===== src/rtl/ex_operand_stage.sv =====
// ex_operand_stage
// ----------------
// EX pipeline register of a 5-stage in-order pipeline, together with the
// operand forwarding network and the load-use hazard detector that sit
// around it.
//
// Ports
//   clk, reset            rising-edge clock, synchronous active-high reset
//   *_d                   decode-stage operands, register addresses, control
//   stall_e, flush_e      hold the EX register / load a bubble into it
//   aluout_m, writereg_m, regwrite_m
//                         MEM-stage result available for forwarding
//   result_w, writereg_w, regwrite_w
//                         WB-stage result available for forwarding
//   srca_e, srcb_e        forwarded ALU operands (B may be the immediate)
//   aluf_e                ALU function code
//   writedata_e           forwarded rt value for stores
//   writereg_e            destination register (rd or rt)
//   regwrite_e, memtoreg_e, memwrite_e, valid_e
//                         registered control bits
//   fwda_e, fwdb_e        forward selects (10 = MEM, 01 = WB, 00 = regfile)
//   lwstall               load-use stall request to the hazard unit
module ex_operand_stage #(
  parameter int WIDTH = 32
) (
  input  logic             clk,
  input  logic             reset,
  input  logic [WIDTH-1:0] rd1_d,
  input  logic [WIDTH-1:0] rd2_d,
  input  logic [WIDTH-1:0] signimm_d,
  input  logic [4:0]       rs_d,
  input  logic [4:0]       rt_d,
  input  logic [4:0]       rd_d,
  input  logic [2:0]       alucontrol_d,
  input  logic             alusrc_d,
  input  logic             regdst_d,
  input  logic             regwrite_d,
  input  logic             memtoreg_d,
  input  logic             memwrite_d,
  input  logic             valid_d,
  input  logic             stall_e,
  input  logic             flush_e,
  input  logic [WIDTH-1:0] aluout_m,
  input  logic [4:0]       writereg_m,
  input  logic             regwrite_m,
  input  logic [WIDTH-1:0] result_w,
  input  logic [4:0]       writereg_w,
  input  logic             regwrite_w,
  output logic [WIDTH-1:0] srca_e,
  output logic [WIDTH-1:0] srcb_e,
  output logic [2:0]       aluf_e,
  output logic [WIDTH-1:0] writedata_e,
  output logic [4:0]       writereg_e,
  output logic             regwrite_e,
  output logic             memtoreg_e,
  output logic             memwrite_e,
  output logic             valid_e,
  output logic [1:0]       fwda_e,
  output logic [1:0]       fwdb_e,
  output logic             lwstall
);

  localparam logic [1:0] FWD_RF  = 2'b00;
  localparam logic [1:0] FWD_WB  = 2'b01;
  localparam logic [1:0] FWD_MEM = 2'b10;

  // EX pipeline register contents
  logic [WIDTH-1:0] rd1_p0;
  logic [WIDTH-1:0] rd2_p0;
  logic [WIDTH-1:0] imm_p0;
  logic [4:0]       rs_p0;
  logic [4:0]       rt_p0;
  logic [4:0]       rd_p0;
  logic [2:0]       aluctl_p0;
  logic             alusrc_p0;
  logic             regdst_p0;
  logic             regwrite_p0;
  logic             memtoreg_p0;
  logic             memwrite_p0;
  logic             vld_p0;

  // Forwarded operands
  logic [WIDTH-1:0] fwd_a;
  logic [WIDTH-1:0] fwd_b;
  logic [1:0]       sel_a;
  logic [1:0]       sel_b;

  // Forward select for one source register. MEM is checked first so the
  // younger result wins when MEM and WB target the same register. Register
  // 0 is hard-wired to zero and is never forwarded.
  function automatic logic [1:0] fwd_select(
    input logic [4:0] src,
    input logic       wr_m,
    input logic [4:0] dst_m,
    input logic       wr_w,
    input logic [4:0] dst_w
  );
    logic [1:0] sel;
    sel = FWD_RF;
    if (src != 5'd0) begin
      if (wr_m && (dst_m == src)) begin
        sel = FWD_MEM;
      end else if (wr_w && (dst_w == src)) begin
        sel = FWD_WB;
      end
    end
    return sel;
  endfunction

  // Operand mux driven by a forward select; the unused code 11 falls back
  // to the register-file value so the output is never X.
  function automatic logic [WIDTH-1:0] fwd_mux(
    input logic [1:0]       sel,
    input logic [WIDTH-1:0] rf_val,
    input logic [WIDTH-1:0] m_val,
    input logic [WIDTH-1:0] w_val
  );
    logic [WIDTH-1:0] val;
    case (sel)
      FWD_MEM: val = m_val;
      FWD_WB:  val = w_val;
      default: val = rf_val;
    endcase
    return val;
  endfunction

  // ---- stage boundary: decode -> EX register ----
  always_ff @(posedge clk) begin
    if (reset || flush_e) begin
      rd1_p0      <= '0;
      rd2_p0      <= '0;
      imm_p0      <= '0;
      rs_p0       <= '0;
      rt_p0       <= '0;
      rd_p0       <= '0;
      aluctl_p0   <= '0;
      alusrc_p0   <= 1'b0;
      regdst_p0   <= 1'b0;
      regwrite_p0 <= 1'b0;
      memtoreg_p0 <= 1'b0;
      memwrite_p0 <= 1'b0;
      vld_p0      <= 1'b0;
    end else if (!stall_e) begin
      rd1_p0      <= rd1_d;
      rd2_p0      <= rd2_d;
      imm_p0      <= signimm_d;
      rs_p0       <= rs_d;
      rt_p0       <= rt_d;
      rd_p0       <= rd_d;
      aluctl_p0   <= alucontrol_d;
      alusrc_p0   <= alusrc_d;
      regdst_p0   <= regdst_d;
      regwrite_p0 <= regwrite_d;
      memtoreg_p0 <= memtoreg_d;
      memwrite_p0 <= memwrite_d;
      vld_p0      <= valid_d;
    end
  end

  // ---- stage boundary: EX register -> combinational operand selection ----
  always_comb begin
    sel_a = fwd_select(rs_p0, regwrite_m, writereg_m, regwrite_w, writereg_w);
    sel_b = fwd_select(rt_p0, regwrite_m, writereg_m, regwrite_w, writereg_w);
    fwd_a = fwd_mux(sel_a, rd1_p0, aluout_m, result_w);
    fwd_b = fwd_mux(sel_b, rd2_p0, aluout_m, result_w);
  end

  assign srca_e      = fwd_a;
  assign writedata_e = fwd_b;
  assign srcb_e      = alusrc_p0 ? imm_p0 : fwd_b;
  assign aluf_e      = aluctl_p0;
  assign writereg_e  = regdst_p0 ? rd_p0 : rt_p0;
  assign regwrite_e  = regwrite_p0;
  assign memtoreg_e  = memtoreg_p0;
  assign memwrite_e  = memwrite_p0;
  assign valid_e     = vld_p0;
  assign fwda_e      = sel_a;
  assign fwdb_e      = sel_b;

  // A load in EX whose target is read by the instruction in decode cannot
  // be forwarded in time; ask the hazard unit to stall. The stage itself is
  // not cleared here, that is the hazard unit's decision.
  assign lwstall = memtoreg_p0 && vld_p0 && ((rt_p0 == rs_d) || (rt_p0 == rt_d));

endmodule


===== config.mk =====
export PLATFORM = sky130hd
export DESIGN_NAME = ex_operand_stage
export DESIGN_NICKNAME = d
export VERILOG_FILES = /design/src/rtl/ex_operand_stage.sv
export SDC_FILE = /design/constraint.sdc
export NUM_CORES = 1
export LEC_CHECK = 0
export CAP_MARGIN = 10
export CORE_MARGIN = 1
export CORE_UTILIZATION = 44
export CTS_CLUSTER_DIAMETER = 150
export CTS_CLUSTER_SIZE = 40
export DETAILED_ROUTE_END_ITERATION = 8
export PLACE_DENSITY = 0.91
export SETUP_SLACK_MARGIN = 0.2
export SLEW_MARGIN = 20
export SYNTH_ARGS = -nofsm -noshare
export SYNTH_HDL_FRONTEND = slang
export SYNTH_SLANG_ARGS = --single-unit

===== constraint.sdc =====
create_clock -name clk -period 7.8 [get_ports clk]
set_clock_uncertainty 0.05 [all_clocks]
set_input_delay 1.56 -clock clk [delete_from_list [all_inputs] [get_ports clk]]
set_output_delay 1.56 -clock clk [all_outputs]
set_load 0.1 [all_outputs]

Word level (Yosys, flattened, before mapping)
Cells that the tools add are included.
{ "word_totals": {"register_bits": 120, "in_bits": 200, "wordCells": 43} }
{ "op_classes": {"n_eq_ne": 10, "muxes": 10, "n_reduce_logical": 10} }
{ "op_table": {"columns": ["op", "n"], "rows": [
  ["case mux 32 bit (2 select lines)", 2],
  ["2-to-1 mux 32 bit", 1],
  ["== test 5 bit", 6],
  ["nonzero test 5 bit", 2],
  ["2-to-1 mux 2 bit", 4],
  ["logical AND 1 bit", 6],
  ["2-to-1 mux 5 bit", 1],
  ["== test 2 x 1 -> 1 bit (second input constant)", 2],
  ["== test 2 bit (second input constant)", 2],
  ["logical OR 1 bit", 2],
  ["2-to-1 mux 1 bit", 2]
]} }

Longest topological paths before layout
Gate-level depths: netlist of the first run.
{ "depth": {"depth_word": 8, "ltp_mapped": 11, "mapped_depth_nobuf": 8} }

Worst setup path after synthesis of the first run
Ideal clock, no wire load.
{ "synth_timing": {"path_kind": "input-to-output", "startpoint": "input port writereg_m[2]", "endpoint": "output port srcb_e[15]", "t_arrival_ns": 9.013, "required_time_ns": 6.190, "slack_ns": -2.823, "stages": 9, "path_buffers": 1, "path_cell_list": "xor2_1 -> nor4_1 -> and3_4 -> nor4_1 -> ha_1 -> clkbuf_1 -> a22oi_1 -> o21ai_0 -> mux2_1"} }
{ "synth_via": {"elab_chain_len": 7} }
{ "synth_rtl": {"columns": ["item", "line_no", "source"], "rows": [
  ["start: declaration", "44", "input logic [4:0] writereg_m,"],
  ["== test 5 bit *", "101", "if (wr_m && (dst_m == src)) begin"],
  ["logical AND 1 bit *", "101", null],
  ["2-to-1 mux 2 bit *", "101", null],
  ["2-to-1 mux 2 bit *", "100", "if (src != 5'd0) begin"],
  ["net fwdb_e[0]", "59", "output logic [1:0] fwdb_e,"],
  ["== test 2 x 1 -> 1 bit or == test 2 bit (tied branches)", "119", "case (sel)"],
  ["case mux 32 bit (2 select lines) *", "119", null],
  ["net writedata_e[15]", "52", "output logic [WIDTH-1:0] writedata_e,"],
  ["2-to-1 mux 32 bit *", "170", "assign srcb_e = alusrc_p0 ? imm_p0 : fwd_b;"],
  ["end: declaration", "50", "output logic [WIDTH-1:0] srcb_e,"]
]} }
The timed path passes the listed nets; every way through them passes the cells marked *.

Final worst setup path of the first run
{ "layout_timing": {"startpoint": "input port writereg_m[3]", "endpoint": "output port srcb_e[22]"} }
{ "layout_via": {"elab_chain_len": 7} }
{ "layout_rtl": {"columns": ["item", "line_no"], "rows": [
  ["== test 5 bit *", "101"],
  ["logical AND 1 bit *", "101"],
  ["2-to-1 mux 2 bit *", "101"],
  ["2-to-1 mux 2 bit *", "100"],
  ["== test 2 x 1 -> 1 bit or == test 2 bit (tied branches)", "119"],
  ["case mux 32 bit (2 select lines) *", "119"],
  ["2-to-1 mux 32 bit *", "170"]
]} }
Mark *: on every way between the ends. The rest lies on a longest branch, timed or not.

==> flow_summary.ini, run 1 <==
[route]
wl_per_cell_um = 19.2
postRouteAntennaNets = 0
vias = 6458
firstDrtPassIters = 6
drt_iter0_markers = 484
avgViaCountPerCell = 5.48
drcViolationCount = 0
detail_route.wirelength_mm = 22.6

[critical_path]
crit_type = in2out
path_delay_family = buffers and inverters
path_buf_inv = 3
r2r-end = alusrc_p0$_SDFFE_PP0N_
critPathCaptureType = output port
crit_required_ns = 6.19
reg2reg_depth = 2
path_max_fanout = 19
path_common_cell = buf_4
rrSetupSlack_ns = 6.49
r2r_start = alusrc_p0$_SDFFE_PP0N_
max_stage_delay_ns = 0.51
crit_chain = clkdlybuf4s50_1, xor2_1, nor4_1, and3_4, or4_1, ha_1, buf_4, a22oi_1, o21ai_2, mux2_1, buf_4
crit_path_start = writereg_m[3]
cp-start-kind = input pin
cp.arrival_ns = 4.80
path_depth = 11
critical_path.endpoint = srcb_e[22]
slowest_stage = clkdlybuf4s50_1

[timing]
hold_viol_final = 0
finalCritPeriodShare_pct = 82.2
slew_headroom_pct = 30.3
finalMaxSlewViolations = 0
rsz0062_at_grt = no
tightest_slew_ns = 1.05
fin_crit_ns = 6.41
holdWs_ns = 0.438
max_freq_ghz = 0.156
finalSetupViolCount = 0

[clock_network]
insertion_delay_ns = 0.42
root_buffer = clkbuf_16
clock-sinks = 120
postCtsHoldBufs = 0
htreeDepth = 4
cts_resized = 0
cts_setup_buffers = 0
cts_buffers = 17
clockBufferDepth = 2
cts_tree = built
cts.clk_slew.worst_paths_ns = 0.06

[min_path]
min_from = imm_p0[18]$_SDFFE_PP0N_
min_path_cells = 2
hold_path_class = reg2reg

[placed_design]
gp_congestion = 0.889
dp_cells = 1145
post_dp_cell_area_um2 = 9170
portBuffers = 312
dp_hpwl_mm = 16.1

[finish]
finish.utilization_pct = 70.6
nNetsFinal = 1188
drive_gt1_share_pct = 17.9
syn_to_final_growth_pct = 56.6
fin_area_um2 = 9800
instances_no_fill = 1178

[yosys]
yosysWarnings = 0
syn_inst = 712
async_flop_share_pct = 0
synth_edf_count = 0
syn_nets = 916
synth_cell_type_count = 24
ys_seq_elements = 120
syn_avg_cell_area_um2 = 8.79
synth-main-ff-cell = dfxtp_1
ys_seq_area_share_pct = 38.4
syn-cell-area_um2 = 6260

[pwr]
ir_drop_mv = 0.159
powerDensity_nw_per_um2 = 192
leakagePower_nw = 4.02
power_mw = 1.88

[global_route]
antenna_found_initial = 1
overflow = 0
grt_usage_pct = 30.3
grt_pass1_wl_mm = 33.2
grt_max_degree = 95
first_global_vias = 6199

[outcome]
status = completed

[die]
die_w_um = 121
row_count = 43
io_pins = 313
die_y_um = 121
coreArea_um2 = 13900
die-area_um2 = 14700
start_util_pct = 45.1

[job]
maxCapViolations = 0
## synthesized netlist by cell type, types with 8 or more instances
master | count | area (um^2)
nor2_1 | 122 | 458
dfxtp_1 | 120 | 2400
mux2i_1 | 120 | 1200
nand2_1 | 66 | 248
o21ai_0 | 66 | 330
a22oi_1 | 64 | 480
clkbuf_1 | 44 | 165
mux2_2 | 35 | 394
xnor2_1 | 20 | 175
buf_2 | 15 | 75.1
xor2_1 | 8 | 70.1
## cells in the final DEF, fill, tap and decap left out, types with 3 or more instances in the layout
| cell type | instances |
|---|---|
| xor2_1 | 8 |
| a22oi_1 | 64 |
| mux2i_1 | 120 |
| o21ai_1 | 47 |
| dfxtp_1 | 119 |
| bufinv_16 | 4 |
| nor2_1 | 122 |
| clkinvlp_4 | 4 |
| xnor2_1 | 20 |
| clkdlybuf4s50_1 | 215 |
| o21ai_0 | 18 |
| or4_1 | 4 |
| buf_4 | 100 |
| nand4_1 | 4 |
| mux2_2 | 35 |
| nand2_1 | 66 |
| clkbuf_16 | 17 |
| clkinv_2 | 3 |
## through the flow
| stage | TNS (ns) | setup WS [ns] |
|---|---|---|
| floorplan | -7.77 | -0.510 |
| global placement | 0 | 1.31 |
| finish | 0 | 1.39 |
| global route | 0 | 1.19 |
| detailed placement | 0 | 1.42 |
| CTS | 0 | 1.41 |
## registers in the layout, indices dropped and copies added, names as in the netlist
register and flops:
rs_p0 5, rd1_p0 32, rd_p0 5, aluf_e 3, regdst_p0 1, alusrc_p0 1
rt_p0 5, memtoreg_e 1, valid_e 1, imm_p0 32, regwrite_e 1, rd2_p0 32
memwrite_e 1
## logic make-up after synthesis
kind of cell | after synthesis | synth area share (%)
fa+ha+maj | 4 | 0.800
flops | 120 | 38.4
simple gates | 205 | 13.2
xor+xnor | 28 | 3.92
buf+inv | 65 | 4.44
mux | 157 | 25.9
compound gates | 133 | 13.4
## power breakdown
part	internal, mW	leakage (nW)	total [mW]	switching [mW]
sequential	0.634	0.978	0.650	0.0160
combinational	0.165	2.74	0.402	0.237
clock	0.535	0.296	0.833	0.299
total	1.33	4.02	1.88	0.551
## layer usage
layer	global-route usage (%)	part of all wire, %	wire [um]	vias up
met3	10.4	9.0	2050	58
li1	-	-	-	3054
met1	36.0	41	9320	3019
met4	12.7	2.9	660	0
met5	0	0	0	-
met2	49.6	47	10600	327
## area by class of cell
| cell class | instances | area [um^2] |
|---|---|---|
| flip-flops and latches | 120 | 2400 |
| well taps | 180 | 225 |
| inverters | 2 | 7.51 |
| clock buffers | 17 | 425 |
| repair buffers | 316 | 2910 |
| clock inverters | 15 | 200 |
| diodes | 1 | 2.50 |
| multi-input cells | 527 | 3620 |
| fillers | 1063 | 4080 |
## worst register-to-register path, stage by stage (launching register included)
cell	delay [ns]
dfxtp_2	0.91
mux2i_1	0.17
nor2_1	0.12
## worst min path at each step
stage	end	slack [ns]
after detailed placement	rd2_p0[28]$_SDFFE_PP0N_	0.43
after CTS	imm_p0[18]$_SDFFE_PP0N_	0.44
after floorplan	imm_p0[0]$_SDFFE_PP0N_	0.41
after global routing	imm_p0[6]$_SDFFE_PP0N_	0.46
final	imm_p0[18]$_SDFFE_PP0N_	0.44
after global placement	rd_p0[1]$_SDFFE_PP0N_	0.42
Power figures use the tool's default switching activity.
==> run 2: changes to the inputs <==
--- a/config.mk
+++ b/config.mk
@@ -6,12 +6,13 @@
 export NUM_CORES = 1
 export LEC_CHECK = 0
 export CAP_MARGIN = 10
+export CORE_ASPECT_RATIO = 1.2
 export CORE_MARGIN = 1
-export CORE_UTILIZATION = 44
+export CORE_UTILIZATION = 37
 export CTS_CLUSTER_DIAMETER = 150
 export CTS_CLUSTER_SIZE = 40
 export DETAILED_ROUTE_END_ITERATION = 8
-export PLACE_DENSITY = 0.91
+export PLACE_DENSITY = 0.82
 export SETUP_SLACK_MARGIN = 0.2
 export SLEW_MARGIN = 20
 export SYNTH_ARGS = -nofsm -noshare
==> constraint.sdc (replaced) <==
create_clock -name clk -period 5.6 [get_ports clk]
set_clock_uncertainty 0.05 [all_clocks]
set_input_delay 1.12 -clock clk [delete_from_list [all_inputs] [get_ports clk]]
set_output_delay 1.12 -clock clk [all_outputs]
set_load 0.1 [all_outputs]
==> flow_summary.ini, run 2 (synthesis results as in run 1) <==
[critical_path]
cp-start-kind = input pin
r2r-end = rt_p0[1]$_SDFFE_PP0N_
slowest_stage = clkdlybuf4s50_1
max_stage_delay_ns = 0.51
crit_chain = clkdlybuf4s50_1, xor2_1, nor4_1, and3_4, or4_1, ha_1, buf_4, a22oi_1, o21ai_4, mux2_4, buf_12
cp.arrival_ns = 4.01
r2r_start = rt_p0[1]$_SDFFE_PP0N_
rrSetupSlack_ns = 4.66
crit_required_ns = 4.43
path_max_fanout = 32
crit_type = in2out
critPathCaptureType = output port
reg2reg_depth = 2

[placed_design]
gp_congestion = 0.936
post_dp_cell_area_um2 = 11300
dp_hpwl_mm = 18.5
dp_cells = 1188
portBuffers = 312

[global_route]
grt_pass1_wl_mm = 37.0
antenna_found_initial = 1
overflow = 0
grt_usage_pct = 28.2
grt_max_degree = 92
first_global_vias = 6402

[finish]
top_regs = imm_p0: 32 flops, rd1_p0: 32 flops, rd2_p0: 32 flops
syn_to_final_growth_pct = 90.8
drive_gt1_share_pct = 26.1
final_common_cell = clkdlybuf4s50_1
instances_no_fill = 1222
nNetsFinal = 1200
fin_area_um2 = 11900
final_cell_mix = clkdlybuf4s50_1 (210), nor2_1 (122), mux2i_1 (120), dfxtp_1 (119), buf_12 (100)

[min_path]
min_from = rd1_p0[5]$_SDFFE_PP0N_
min_path_cells = 2
hold_path_class = reg2reg
hold_end = rd1_p0[5]$_SDFFE_PP0N_

[route]
firstDrtPassIters = 5
drt_iter0_markers = 389
avgViaCountPerCell = 5.33
detail_route.wirelength_mm = 24.6
drcViolationCount = 0
postRouteAntennaNets = 0
vias = 6508
wl_per_cell_um = 20.1

[clock_network]
root_buffer = clkbuf_16
cts_tree = built
clockBufferDepth = 2
cts.clk_slew.worst_paths_ns = 0.06
cts_resized = 0
postCtsHoldBufs = 0
cts_setup_buffers = 0
htreeDepth = 4
cts_buffers = 17
insertion_delay_ns = 0.41
clock-sinks = 120

[pwr]
sequentialPowerShare_pct = 33.1
power.share.clock_pct = 42.3
leakagePower_nw = 4.61
netSwitchingPower_mw = 0.787
powerDensity_nw_per_um2 = 229
ir_drop_mv = 0.193
power_mw = 2.73
internal_power_mw = 1.95
swShare_pct = 28.8
combPwrFrac_pct = 24.7

[die]
coreArea_um2 = 16400
die-area_um2 = 17400
io_pins = 313
row_count = 51
die_w_um = 121
start_util_pct = 38.2
die_y_um = 144

[timing]
rsz0062_at_grt = no
hold_viol_final = 0
slew_headroom_pct = 30.8
fin_setup_tns_ns = 0
tightest_slew_ns = 1.04
max_freq_ghz = 0.193
finalMaxSlewViolations = 0
finalCritPeriodShare_pct = 92.5
fin_crit_ns = 5.18
finalSetupViolCount = 0

[outcome]
status = completed

[job]
maxCapViolations = 0
## run 2: changes by cell type in the layout (fill, tap and decap cells not counted), moves of 30 or more
cell	previous run	this run
buf_4	100	17
mux2_4	0	32
mux2_2	35	5
o21ai_4	0	48
o21ai_1	47	2
buf_12	0	100
## run 2: layout make-up
type,count,area (um^2)
timing repair buffer,328,4240
sequential,120,2400
antenna,1,2.50
clock buffer,20,447
fill,1127,4460
inverter,2,7.51
multi-input combinational,527,4400
tap,212,265
clock inverter,12,175
## run 2: critical path: cells and delay by family
kind | cells | cell delay [ns]
buf+inv | 3 | 0.94
simple gates | 3 | 0.76
compound gates | 2 | 0.52
mux | 1 | 0.30
fa+ha+maj | 1 | 0.19
xor+xnor | 1 | 0.15
## run 2: power groups by stage
stage / registers (mW) / logic (mW) / clock network (mW)
5_1_grt: 0.906 / 0.703 / 1.21
4_1_cts: 0.903 / 0.675 / 1.17
3_3_place_gp: 0.920 / 0.663 / 0
3_5_place_dp: 0.921 / 0.670 / 0
2_1_floorplan: 0.924 / 0.366 / 0
6_report: 0.903 / 0.675 / 1.15
## run 2: how the worst max path moves through the flow
stage	from	to	slack [ns]
finish	writereg_m[2]	srcb_e[28]	0.42
global route	writereg_m[2]	srcb_e[4]	0.30
CTS	writereg_m[2]	srcb_e[30]	0.44
detailed placement	writereg_m[2]	srcb_e[30]	0.44
global placement	writereg_m[4]	srcb_e[28]	0.42
floorplan	writereg_w[1]	srca_e[27]	-0.14
## run 2: layer usage
layer | global-route usage [%] | up-vias | part of all wire [%]
li1 | - | 3079 | -
met1 | 33.7 | 3105 | 41
met2 | 46.9 | 263 | 49
met3 | 6.74 | 61 | 5.9
met4 | 14.8 | 0 | 4.0
met5 | 0 | - | 0
## run 2: stage by stage
step                worst slack, ns  utilization, %  hold WS, ns
global route                  0.296            72.8        0.469
global placement              0.421            68.9        0.421
detailed placement            0.440            68.9        0.434
finish                        0.421            72.8        0.443
CTS                           0.439            72.7        0.450
floorplan                    -0.137               -        0.408
==> run 3: changes to the inputs <==
--- a/config.mk
+++ b/config.mk
@@ -6,13 +6,15 @@
 export NUM_CORES = 1
 export LEC_CHECK = 0
 export CAP_MARGIN = 10
+export CELL_PAD_IN_SITES_DETAIL_PLACEMENT = 0
+export CELL_PAD_IN_SITES_GLOBAL_PLACEMENT = 1
 export CORE_ASPECT_RATIO = 1.2
 export CORE_MARGIN = 1
-export CORE_UTILIZATION = 37
+export CORE_UTILIZATION = 26
 export CTS_CLUSTER_DIAMETER = 150
 export CTS_CLUSTER_SIZE = 40
 export DETAILED_ROUTE_END_ITERATION = 8
-export PLACE_DENSITY = 0.82
+export PLACE_DENSITY = 0.81
 export SETUP_SLACK_MARGIN = 0.2
 export SLEW_MARGIN = 20
 export SYNTH_ARGS = -nofsm -noshare
==> flow_summary.ini, run 3 (synthesis results as in run 1) <==
[outcome]
status = completed

[die]
row_count = 61
die-area_um2 = 24700
die_w_um = 144
io_pins = 313
die_y_um = 172
start_util_pct = 26.7
coreArea_um2 = 23400

[timing]
finalSetupViolCount = 0
finalWorstSetupSlack_ns = 0.409
finalMaxSlewViolations = 0
fin_setup_tns_ns = 0
max_freq_ghz = 0.193
finalCritPeriodShare_pct = 92.7
slew_headroom_pct = 29.3
fin_crit_ns = 5.19
tightest_slew_ns = 1.06
rsz0062_at_grt = no
hold_viol_final = 0

[clock_network]
postCtsHoldBufs = 0
clock-sinks = 120
cts.clk_slew.worst_paths_ns = 0.05
htreeDepth = 4
cts_setup_buffers = 0
cts_resized = 0
root_buffer = clkbuf_16
cts_buffers = 17
clockBufferDepth = 2
cts_tree = built
insertion_delay_ns = 0.41

[critical_path]
r2r_start = alusrc_p0$_SDFFE_PP0N_
cp-start-kind = input pin
crit_path_start = writereg_m[2]
path_delay_family = buffers and inverters
path_buf_inv = 3
crit_chain = clkdlybuf4s50_1, xor2_1, nor4_1, and3_4, or4_1, ha_2, buf_12, a22oi_1, o21ai_4, mux2_4, buf_12
path_max_fanout = 32
path_common_cell = buf_12
slowest_stage = clkdlybuf4s50_1
critPathCaptureType = output port
max_stage_delay_ns = 0.51
crit_type = in2out
crit_required_ns = 4.43
cp.arrival_ns = 4.02

[finish]
syn_to_final_growth_pct = 92.3
multi_input_area_um2 = 4400
seq_area_um2 = 2400
top_regs = imm_p0: 32 flops, rd1_p0: 32 flops, rd2_p0: 32 flops
fin_area_um2 = 12000
nNetsFinal = 1195
drive_gt1_share_pct = 26.0
final_cell_mix = clkdlybuf4s50_1 (210), nor2_1 (122), mux2i_1 (120), dfxtp_1 (119), buf_12 (100)
finish.utilization_pct = 51.3
fillers = 2138
final_common_cell = clkdlybuf4s50_1

[route]
postRouteAntennaNets = 0
drt_iter0_markers = 247
wl_per_cell_um = 19.3
firstDrtPassIters = 4
vias = 6301
avgViaCountPerCell = 4.77
drcViolationCount = 0
detail_route.wirelength_mm = 25.5

[min_path]
hold_path_class = reg2reg
min_from = rd1_p0[4]$_SDFFE_PP0N_

[placed_design]
pre_cts_slack_ns = 0.463
post_dp_cell_area_um2 = 11400
portBuffers = 312
dp_hpwl_mm = 19.3
gp_congestion = 0.929

[job]
maxCapViolations = 0

[global_route]
overflow = 0
grt_usage_pct = 20.5
use_met2_pct = 34.5
grt_max_degree = 83
met1_usage_pct = 24.7
grt_pass1_wl_mm = 37.2
met3_usage_pct = 4.74
antenna_found_initial = 2
busiest_layer = met2
first_global_vias = 6206

[pwr]
ir_drop_mv = 0.198
leakagePower_nw = 4.57
powerDensity_nw_per_um2 = 227
-- run 3: cell count changes in the layout (fill, tap and decap cells not counted), sizes merged --
cell | previous run | this run
diode | 1 | 2
bufinv | 4 | 3
clkbuf | 20 | 19
inv | 2 | 4
buf | 118 | 113
-- run 3: worst paths after layout --
check                           slack (ns)  depth (start not counted)                      to
worst max-delay path                  0.41                         11              srcb_e[16]
worst min-delay path                  0.45                          2  rd1_p0[4]$_SDFFE_PP0N_
worst max register to register        4.29                          3  alusrc_p0$_SDFFE_PP0N_
worst min register to register        0.45                          2  rd1_p0[4]$_SDFFE_PP0N_
-- run 3: tightest hold or removal path, stage by stage (launching register included) --
cell     delay [ns]
dfxtp_1        0.32
mux2i_1        0.07
nor2_1         0.07
-- run 3: per-stage QoR --
stage,power [mW],instances,hold WS (ns)
finish,2.73,1321,0.446
floorplan,1.29,712,0.408
global route,2.83,1321,0.470
detailed placement,1.59,1287,0.433
CTS,2.76,1319,0.448
global placement,1.59,1287,0.420
-- run 3: power by group --
| group | switching (mW) | total (mW) | internal (mW) |
|---|---|---|---|
| Combinational | 0.363 | 0.671 | 0.308 |
| Clock | 0.436 | 1.15 | 0.717 |
| Sequential | 0.0200 | 0.902 | 0.882 |
-- run 3: layout make-up --
cell class / count / area share [%]
sequential: 120 / 20.0
clock inverter: 13 / 1.41
inverter: 2 / 0.0624
tap: 315 / 3.28
multi-input combinational: 527 / 36.6
clock buffer: 19 / 3.68
timing repair buffer: 323 / 35.0
antenna: 2 / 0.0416
-- run 3: routing by layer --
layer | routed length (um) | share of wire (%)
met1 | 10500 | 41
met2 | 12800 | 50
met3 | 1260 | 5.0
met4 | 983 | 3.9
met5 | 0 | 0
